**src/rtl/pipe_latch_skid.sv**
```systemverilog
// Inter-stage pipeline latch: valid/ready handshake, two-entry skid buffer,
// synchronous flush, bubble on empty and a saturating stall-cycle counter.
module pipe_latch_skid #(
  parameter int unsigned          DATA_W = 96,
  parameter logic [DATA_W-1:0]    BUBBLE = {DATA_W{1'b0}},
  parameter int unsigned          CNT_W  = 16
) (
  input  logic              clock,
  input  logic              reset,
  input  logic              flush,
  input  logic              in_valid,
  output logic              in_ready,
  input  logic [DATA_W-1:0] in_data,
  input  logic              in_exception,
  output logic              out_valid,
  input  logic              out_ready,
  output logic [DATA_W-1:0] out_data,
  output logic              out_exception,
  output logic [CNT_W-1:0]  stall_count
);

  typedef enum logic [1:0] {
    EMPTY,
    ONE,
    FULL
  } state_e;

  state_e              state_q, state_d;
  logic                in_ready_q, in_ready_d;
  logic [DATA_W-1:0]   main_data_q, main_data_d;
  logic                main_exc_q, main_exc_d;
  logic [DATA_W-1:0]   skid_data_q, skid_data_d;
  logic                skid_exc_q, skid_exc_d;
  logic [CNT_W-1:0]    stall_q, stall_d;
  logic                accept;
  logic                pop;

  // Entry valid bits are implied by the state: main valid in ONE/FULL, skid valid in FULL.
  assign out_valid     = (state_q != EMPTY);
  assign out_data      = out_valid ? main_data_q : BUBBLE;
  assign out_exception = out_valid & main_exc_q;
  assign in_ready      = in_ready_q;
  assign stall_count   = stall_q;

  assign accept = in_valid & in_ready_q;
  assign pop    = out_valid & out_ready;

  always_comb begin
    state_d     = state_q;
    main_data_d = main_data_q;
    main_exc_d  = main_exc_q;
    skid_data_d = skid_data_q;
    skid_exc_d  = skid_exc_q;
    stall_d     = stall_q;

    unique case (state_q)
      EMPTY: begin
        if (accept) begin
          state_d     = ONE;
          main_data_d = in_data;
          main_exc_d  = in_exception;
        end
      end
      ONE: begin
        if (accept && pop) begin
          main_data_d = in_data;
          main_exc_d  = in_exception;
        end else if (accept) begin
          state_d     = FULL;
          skid_data_d = in_data;
          skid_exc_d  = in_exception;
        end else if (pop) begin
          state_d = EMPTY;
        end
      end
      FULL: begin
        if (pop) begin
          state_d     = ONE;
          main_data_d = skid_data_q;
          main_exc_d  = skid_exc_q;
        end
      end
      default: state_d = EMPTY;
    endcase

    if (flush) begin
      state_d = EMPTY;
    end

    // Registered ready looks at the next state, so out_ready never reaches in_ready combinationally.
    in_ready_d = (state_d != FULL);

    if (out_valid && !out_ready && (stall_q != '1)) begin
      stall_d = stall_q + CNT_W'(1);
    end
  end

  always_ff @(posedge clock) begin
    if (reset) begin
      state_q    <= EMPTY;
      in_ready_q <= 1'b1;
      stall_q    <= '0;
    end else begin
      state_q    <= state_d;
      in_ready_q <= in_ready_d;
      stall_q    <= stall_d;
    end
    main_data_q <= main_data_d;
    main_exc_q  <= main_exc_d;
    skid_data_q <= skid_data_d;
    skid_exc_q  <= skid_exc_d;
  end

endmodule

```
**config.mk**
```make
export PLATFORM = sky130hd
export DESIGN_NAME = pipe_latch_skid
export DESIGN_NICKNAME = d
export VERILOG_FILES = /design/src/rtl/pipe_latch_skid.sv
export SDC_FILE = /design/constraint.sdc
export NUM_CORES = 1
export LEC_CHECK = 0
export ABC_AREA = 1
export CELL_PAD_IN_SITES_DETAIL_PLACEMENT = 1
export CELL_PAD_IN_SITES_GLOBAL_PLACEMENT = 1
export CORE_MARGIN = 3
export CORE_UTILIZATION = 38
export CTS_CLUSTER_SIZE = 14
export DETAILED_ROUTE_END_ITERATION = 10
export HOLD_SLACK_MARGIN = 0.12
export PLACE_DENSITY_LB_ADDON = 0.15
export SLEW_MARGIN = 25
export SYNTH_ARGS = -nofsm -noshare
export SYNTH_HDL_FRONTEND = slang
export SYNTH_SLANG_ARGS = --single-unit
```
**constraint.sdc**
```tcl
create_clock -name clock -period 14.9 [get_ports clock]
set_clock_uncertainty 0.2 [all_clocks]
set_input_delay 1.49 -clock clock [delete_from_list [all_inputs] [get_ports clock]]
set_output_delay 1.49 -clock clock [all_outputs]
set_load 0.05 [all_outputs]
```
==> impl_results.md, run 1 <==
* Fillers at 2540
* Largest net degree at the start of global routing at 75
* Root Buffer: clkbuf_16
* Main combinational cell family by area after synthesis: simple AND/OR/NAND/NOR gates
* Largest cells by area after synthesis: edfxtp_1 65%, nand2_1 14%, nor2_1 5.0%
* Worst-Skew Late Latency at 0.50 ns
* Synthesized-area fraction occupied by adder cells at 0.141%
* DR pass1 iterations at 4
* FF+latch count, synth at 213
* Seq/Total Area, Yosys at 69.7%
* Finished Core Util at 53.1%
* R2R Path End: main_data_q[78]$_DFFE_PP_
* Commonest non-fill, non-tap cell in the layout: nand2_1
* Num ports at 217
* Crit start category: flop
* Yosys cell types at 26
* Fin crit share at 30.7%
* Hold Path End: main_data_q[88]$_DFFE_PP_
* Crit Path Class: flop to output pin
* Commonest cells after routing, fill and taps aside: 338 x nand2_1, 216 x clkdlybuf4s50_1, 194 x edfxtp_1, 118 x nor2_1, 112 x inv_1
* Hold Path Depth at 2
* Row cnt at 55
* Crit. End Element: output pin
* R2r startpoint: state_q[1]$_SDFF_PP0_
* Nets at 1193
* Fin crit period at 4.57 ns
* Multi-input gate area at 2120 µm²
* Critical Path Fanout Max at 56
* Final setup violation count at 0
* Max clock buf depth at 3
* Clock tree sinks at 213
* Area growth, synth to finish at 36.4%
* RePlAce Congestion at 0.752
* Grt ovf at 0
* Clock power frac at 40.8%
* Worst EP arrival at 2.88 ns
* Fmax at 219 MHz
* Largest area contributor in the netlist: edfxtp_1
* Via Count at 6443
* Die area at 25300 µm²
* First-pass GRT wire length at 36000 µm
* Relative slew slack at 43.9%
* CTS Buf Count at 24
* Syn_area_per_cell at 10.2 µm²
* Int Power at 1.07 mW
* Storage element area at 6210 µm²
* DRC at 0
* Pwr Density at 114 nW/µm²
* Hold wc startpoint: skid_data_q[88]$_DFFE_PP_
* Vias in the first global route at 6705
* Min-Delay Path Class: flop to flop
* R2R cell count at 8
* Reg2Reg Setup Slack at 11.16 ns
* Syn Std Cell Area at 8900 µm²
* Compound-gate portion of the synthesized area at 1.36%
* Share of layout cells above drive strength 1 at 6.06%
* Initial Utilization at 39.0%
* Post-synthesis mux area share at 0%
* Die X at 159 µm
* CTS Hold Buffers Added at 0
* Post-Syn Instances at 873
* Ys Warns at 0
* Status: finished, final reports clean
* Sw frac at 23.0%
* Final hold violations at 0
* RSZ-0062 raised after global routing: no
* Peak VDD IR at 0.0000673 V
* Post-synth top area share at 65.4%
* Non-filler cells, final at 1420
* CTS resizes at 0
* Area share of and/or/nand/nor cells after synthesis at 21.6%
* Max-slew violations at 0
* Drt wl/cell at 15.8 µm
* Hold slack at 0.319 ns
* Vias per inst at 4.54
* CTS tree: yes
* Htree depth at 1
* Initial antenna violation count at 3
* Core footprint at 22800 µm²
* Maximum capacitance violations at 0
* Post-synth net total at 976
* Total Wirelength at 22500 µm
* Lkg Pwr at 4.97 nW
* NetSw at 320 µW
* Combinational group share of total power at 9.8%
* Post-CTS Setup Inserts at 0
* Post-DP HPWL at 14600 µm
* GRT Util Overall at 17.4%
* Worst Max-Slew Pin Slew at 0.841 ns
* Flop pwr share at 49.3%
* Critical path data required time at 13.21 ns
* Number of port buffers at 216
* Worst-path clk slew at 0.06 ns
* Antenna-violating nets left at 0
* DP Cell Count at 1376
* Die height at 159 µm
* Iteration-0 DRC Markers at 376
* Setup tns final at 0 ns
* XOR/XNOR share of the synthesized area at 0.590%
routing by layer:
metal	vias to the layer above	share of wire (%)	GRT usage (%)
li1	3180	-	-
met1	3063	44	23.2
met2	164	47	29.0
met3	32	6.0	4.08
met4	4	2.2	4.30
met5	-	0.14	0
worst max path at each step:
stage | from | to | cells after the start
6_report | state_q[1]$_SDFF_PP0_ | out_data[67] | 5
5_1_grt | state_q[1]$_SDFF_PP0_ | out_data[67] | 5
4_1_cts | state_q[1]$_SDFF_PP0_ | out_data[67] | 4
3_5_place_dp | state_q[1]$_SDFF_PP0_ | out_data[77] | 4
3_3_place_gp | state_q[1]$_SDFF_PP0_ | out_data[5] | 4
2_1_floorplan | out_ready | skid_data_q[0]$_DFFE_PP_ | 1
power groups by stage:
stage	Clock, mW	Combinational [mW]	Sequential [mW]
2_1_floorplan	0	0.0727	0.699
3_3_place_gp	0	0.135	0.697
3_5_place_dp	0	0.138	0.698
4_1_cts	0.585	0.139	0.685
5_1_grt	0.608	0.149	0.687
6_report	0.568	0.137	0.685
Yosys cell counts:
cell type / number
nand2_1: 338
o21a_1: 1
nand4_1: 6
buf_2: 10
o21ai_2: 1
a21oi_1: 5
buf_6: 2
dfxtp_1: 19
clkbuf_1: 21
nor3b_1: 1
xnor2_1: 2
nor2_1: 118
inv_2: 3
ha_1: 1
nand3_1: 11
a21oi_2: 8
edfxtp_1: 194
inv_1: 113
nor2_2: 3
nand2_2: 4
xor2_1: 4
or2_2: 1
nor2_4: 3
o21ai_0: 2
nor2_8: 1
nor4_1: 1
cell families (layout without fill, tap and decap cells):
logic type	count (synthesis)	count (layout)
XOR/XNOR	6	6
buffers and inverters	149	382
AO/OA/AOI/OAI	17	17
flip-flops	213	213
AND/OR/NAND/NOR	487	487
adder cells (fa/ha/maj)	1	1
other	0	1
area by class of cell:
cell class                 count  area share, %
multi-input combinational    511           17.5
tap                          313           3.23
sequential                   213           51.1
antenna                        1         0.0206
timing repair buffer         224           18.4
clock inverter                12          0.866
inverter                     116           3.62
clock buffer                  30           5.31
state kept, by name, indices dropped and copies added (netlist names):
name         cells
skid_exc_q       1
main_exc_q       1
in_ready         1
main_data_q     96
skid_data_q     96
state_q          2
stall_count     16
worst max-delay path, stage by stage (launching register included):
cell	delay (ns)
dfxtp_1	0.37
nor2_4	0.36
buf_12	0.24
buf_4	0.49
nor2_1	0.10
clkdlybuf4s50_1	0.74
through the flow:
step	setup slack, ns	area (µm²)	total power, mW
final	10.33	12100	1.39
after CTS	9.85	12100	1.41
after detailed placement	10.42	11400	0.836
after floorplan	2.97	8900	0.772
after global placement	10.52	11400	0.832
after global routing	10.13	12100	1.44
No activity file was read; power rests on OpenSTA's default activity.
==> run 2, diff against run 1 <==
==> constraint.sdc (replaced) <==
create_clock -name clock -period 4.5 [get_ports clock]
set_clock_uncertainty 0.2 [all_clocks]
set_input_delay 0.45 -clock clock [delete_from_list [all_inputs] [get_ports clock]]
set_output_delay 0.45 -clock clock [all_outputs]
set_load 0.05 [all_outputs]
==> run 2 against run 1 <==
Register-to-register slack lost 9.5 ns. Critical path depth shrank 1. Setup slack lost 9.3 ns. Core utilization grew 0.18 points. Worst hold slack lost 0.0013 ns. Cell count grew 0.21%. Largest cell class unchanged. Largest power group unchanged. Highest routed layer unchanged.
==> impl_results.md, run 2 (same netlist as run 1, synthesis figures left out) <==
* Fmax at 287 MHz
* Final hold violations at 0
* Finished Core Util at 53.3%
* Post-CTS Setup Inserts at 0
* Crit Path Class: flop to output pin
* Die area at 25300 µm²
* Worst-Skew Late Latency at 0.50 ns
* Row cnt at 55
* Vias per inst at 4.55
* DRC at 0
* Share of layout cells above drive strength 1 at 6.13%
* Max-slew violations at 0
* CTS Hold Buffers Added at 0
* Non-filler cells, final at 1423
* Clock tree sinks at 213
* Initial antenna violation count at 3
* Number of port buffers at 216
* Min-Delay Path Class: flop to flop
* Pre-CTS setup slack at 1.48 ns
* Worst EP arrival at 2.83 ns
* Die X at 159 µm
* Die height at 159 µm
* CTS Buf Count at 24
* Nets at 1195
* Critical path data required time at 3.85 ns
* Worst Max-Slew Pin Slew at 0.710 ns
* CTS tree: yes
* Critical Path Fanout Max at 41
* Reg2Reg Setup Slack at 1.63 ns
* Largest net degree at the start of global routing at 55
* RePlAce Congestion at 0.751
* Relative slew slack at 52.7%
* Final setup margin at 1.02 ns
* Commonest non-fill, non-tap cell in the layout: nand2_1
* DP Cell Count at 1379
* Hold wc startpoint: skid_data_q[14]$_DFFE_PP_
* Drt wl/cell at 15.9 µm
* Total Wirelength at 22600 µm
* Initial Utilization at 39.0%
* Num ports at 217
* Post-DP HPWL at 15200 µm
* First-pass GRT wire length at 36000 µm
* Vias in the first global route at 6716
* Storage element area at 6210 µm²
* Total power at 4.64 mW
* Worst-path clk slew at 0.06 ns
* Maximum capacitance violations at 0
* Hold Path Depth at 2
* Commonest cells after routing, fill and taps aside: 338 x nand2_1, 216 x clkdlybuf4s50_1, 194 x edfxtp_1, 118 x nor2_1, 112 x inv_1
* Peak VDD IR at 0.000212 V
* Multi-input gate area at 2130 µm²
* Fillers at 2529
* Lkg Pwr at 4.98 nW
* Crit. End Element: output pin
* R2r startpoint: state_q[1]$_SDFF_PP0_
* Htree depth at 1
* Fin crit share at 77.3%
* CTS resizes at 0
* Fin crit period at 3.48 ns
* GRT Util Overall at 17.5%
* Setup tns final at 0 ns
* Area growth, synth to finish at 36.9%
* Final setup violation count at 0
* Root Buffer: clkbuf_16
* Hold Path End: main_data_q[14]$_DFFE_PP_
* Crit start category: flop
* Status: finished, final reports clean
* Core footprint at 22800 µm²
* Iteration-0 DRC Markers at 200
* Via Count at 6470
* R2R cell count at 6
* Grt ovf at 0
* Max clock buf depth at 3
* RSZ-0062 raised after global routing: no
* DR pass1 iterations at 4
* R2R Path End: main_data_q[62]$_DFFE_PP_
* Antenna-violating nets left at 0
* Pwr Density at 381 nW/µm²
==> run 2: cell count changes in the layout (fill, tap and decap cells not counted), sizes merged <==
cell / before / now
buf: 8 / 10
clkbuf: 30 / 37
clkinv: 11 / 5
==> run 2: critical path, stage by stage, from the launching register on <==
cell and delay [ns]:
dfxtp_1 0.38, nor2_4 0.57, buf_4 0.50, nor2_1 0.10, clkdlybuf4s50_1 0.72
==> run 2: stage by stage <==
| stage | area [µm²] | hold WS, ns |
|---|---|---|
| floorplan | 8920 | 0.294 |
| detailed placement | 11400 | 0.307 |
| global route | 12200 | 0.304 |
| CTS | 12200 | 0.304 |
| finish | 12200 | 0.317 |
| global placement | 11400 | 0.298 |
==> run 2: worst max-delay path by stage <==
stage / start / end / cells past startpoint
floorplan: in_ready$_SDFF_PP1_ / skid_data_q[0]$_DFFE_PP_ / 2
global placement: state_q[1]$_SDFF_PP0_ / out_data[7] / 4
detailed placement: state_q[1]$_SDFF_PP0_ / out_data[15] / 4
CTS: state_q[1]$_SDFF_PP0_ / out_data[44] / 4
global route: state_q[1]$_SDFF_PP0_ / out_data[44] / 4
finish: state_q[1]$_SDFF_PP0_ / out_data[44] / 4
==> run 2: cell type report <==
cell class / instances / share of cell area (%)
sequential: 213 / 51.0
inverter: 116 / 3.60
clock buffer: 37 / 5.75
clock inverter: 6 / 0.626
antenna: 1 / 0.0205
tap: 313 / 3.21
timing repair buffer: 226 / 18.4
multi-input combinational: 511 / 17.5
==> run 2: metal layers <==
metal	global-route usage [%]	wire length [µm]	share of wire, %	vias to the layer above
met2	29.7	11000	49	167
met5	0	27	0.12	-
li1	-	-	-	3185
met3	4.63	1470	6.5	31
met4	3.78	323	1.4	4
met1	22.8	9750	43	3083
==> run 2: power by group <==
part / internal (mW) / switching [mW] / leakage [nW]
sequential: 2.25 / 0.0207 / 1.97
combinational: 0.173 / 0.284 / 2.63
clock: 1.18 / 0.739 / 0.377
total: 3.60 / 1.04 / 4.98
==> run 3, diff against run 2 <==
==> constraint.sdc (replaced) <==
create_clock -name clock -period 3.3 [get_ports clock]
set_clock_uncertainty 0.2 [all_clocks]
set_input_delay 0.33 -clock clock [delete_from_list [all_inputs] [get_ports clock]]
set_output_delay 0.33 -clock clock [all_outputs]
set_load 0.05 [all_outputs]
==> run 3 against run 2 <==
Sequential power grew 36%. Sequential share of layout area fell by 0.058 points. Setup slack worse by 0.69 ns. Die area did not move. First-iteration DRC count grew 80%. Cell count fell by 0.28%. Critical path type unchanged. Largest cell class unchanged. Highest routed layer unchanged.
==> impl_results.md, run 3 (same netlist as run 1, synthesis figures left out) <==
* First-pass GRT wire length at 36300 µm
* CTS tree: yes
* Status: finished, final reports clean
* Die X at 159 µm
* Max-slew violations at 0
* Pwr Density at 518 nW/µm²
* Relative slew slack at 39.9%
* Maximum capacitance violations at 0
* Peak VDD IR at 0.000329 V
* Worst Max-Slew Pin Slew at 0.901 ns
* Post-DP HPWL at 14200 µm
* Largest net degree at the start of global routing at 98
* Drt wl/cell at 15.9 µm
* Worst-path clk slew at 0.06 ns
* Sw frac at 22.7%
* CTS resizes at 0
* Final setup margin at 0.335 ns
* Worst-Skew Late Latency at 0.50 ns
* DR pass1 iterations at 6
* Int Power at 4.89 mW
* Crit. End Element: output pin
* Pre-CTS setup slack at 0.798 ns
* Min-Delay Path Class: input pin to flop
* Core footprint at 22800 µm²
* Number of port buffers at 216
* Lkg Pwr at 4.98 nW
* Nets at 1192
* Crit Path Class: flop to output pin
* Commonest cells after routing, fill and taps aside: 337 x nand2_1, 216 x clkdlybuf4s50_1, 194 x edfxtp_1, 118 x nor2_1, 112 x inv_1
* CTS Buf Count at 24
* Worst EP arrival at 2.44 ns
* NetSw at 1.43 mW
* Share of layout cells above drive strength 1 at 6.06%
* Dpl cell area at 11400 µm²
* RSZ-0062 raised after global routing: no
* Post-CTS Setup Inserts at 0
* Grt ovf at 0
* Clock power frac at 41.2%
* Flop pwr share at 48.9%
* Design area at 12200 µm²
* Vias in the first global route at 6704
* Commonest non-fill, non-tap cell in the layout: nand2_1
* Final hold violations at 0
* Finished Core Util at 53.4%
* Root Buffer: clkbuf_16
* Initial Utilization at 39.0%
* Fillers at 2532
* Fmax at 337 MHz
* CTS Hold Buffers Added at 0
* Clock tree sinks at 213
* Critical Path Fanout Max at 95
* Via Count at 6458
* Vias per inst at 4.55
* Row cnt at 55
* Iteration-0 DRC Markers at 359
* Area growth, synth to finish at 37.1%
* Final setup violation count at 0
* Fin crit share at 89.9%
* Antenna-violating nets left at 0
* Storage element area at 6210 µm²
* Num ports at 217
* Setup tns final at 0 ns
* Multi-input gate area at 2140 µm²
* Combinational group share of total power at 9.9%
* Max clock buf depth at 3
* Htree depth at 1
* Fin crit period at 2.97 ns
* Initial antenna violation count at 2
* Total power at 6.32 mW
* Die area at 25300 µm²
* DRC at 0
* Die height at 159 µm
* Critical path data required time at 2.77 ns
* RePlAce Congestion at 0.744
* GRT Util Overall at 17.5%
* Total Wirelength at 22600 µm
* Crit start category: flop
## run 3: cell count changes in the layout (fill, tap and decap cells not counted), sizes merged
| cell | delta |
|---|---|
| clkinvlp | +1 |
| buf | -3 |
| inv | -1 |
| clkbuf | -1 |
## run 3: metrics by stage
step,hold slack [ns],instances
floorplan,0.206,873
global placement,0.298,1376
detailed placement,0.304,1376
CTS,0.186,1418
global route,0.189,1418
finish,0.210,1419
## run 3: cell type report
cell class / count / area share [%]
Inverter: 116 / 3.61
Clock inverter: 6 / 0.646
Clock buffer: 36 / 5.63
Timing Repair Buffer: 223 / 18.5
Tap cell: 313 / 3.21
Sequential cell: 213 / 50.9
Antenna cell: 1 / 0.0205
Multi-Input combinational cell: 511 / 17.5
## run 3: worst max-delay path, cell delays in order (launching register included)
cell and delay [ns]:
dfxtp_1 0.46, nor2_4 0.11, buf_12 0.20, nor2_1 0.22
clkdlybuf4s50_1 0.83
## run 3: power by group through the flow
stage / clock network [mW] / logic [mW] / registers (mW)
after floorplan: 0 / 0.330 / 3.15
after global placement: 0 / 0.620 / 3.14
after detailed placement: 0 / 0.631 / 3.15
after CTS: 2.69 / 0.636 / 3.09
after global routing: 2.80 / 0.679 / 3.10
final: 2.60 / 0.624 / 3.09
## run 3: final timing paths
path	startpoint	to	slack [ns]	depth (start not counted)
max	state_q[1]$_SDFF_PP0_	out_data[44]	0.33	4
min	in_data[58]	skid_data_q[58]$_DFFE_PP_	0.21	1
max reg2reg	state_q[1]$_SDFF_PP0_	main_data_q[65]$_DFFE_PP_	1.11	6
min reg2reg	skid_data_q[45]$_DFFE_PP_	main_data_q[45]$_DFFE_PP_	0.31	2
## run 3: metal layers
| layer | wire length (µm) | GRT usage, % |
|---|---|---|
| met5 | 34 | 0 |
| met4 | 320 | 3.50 |
| met3 | 1520 | 4.55 |
| met2 | 10800 | 29.5 |
| met1 | 9900 | 23.1 |
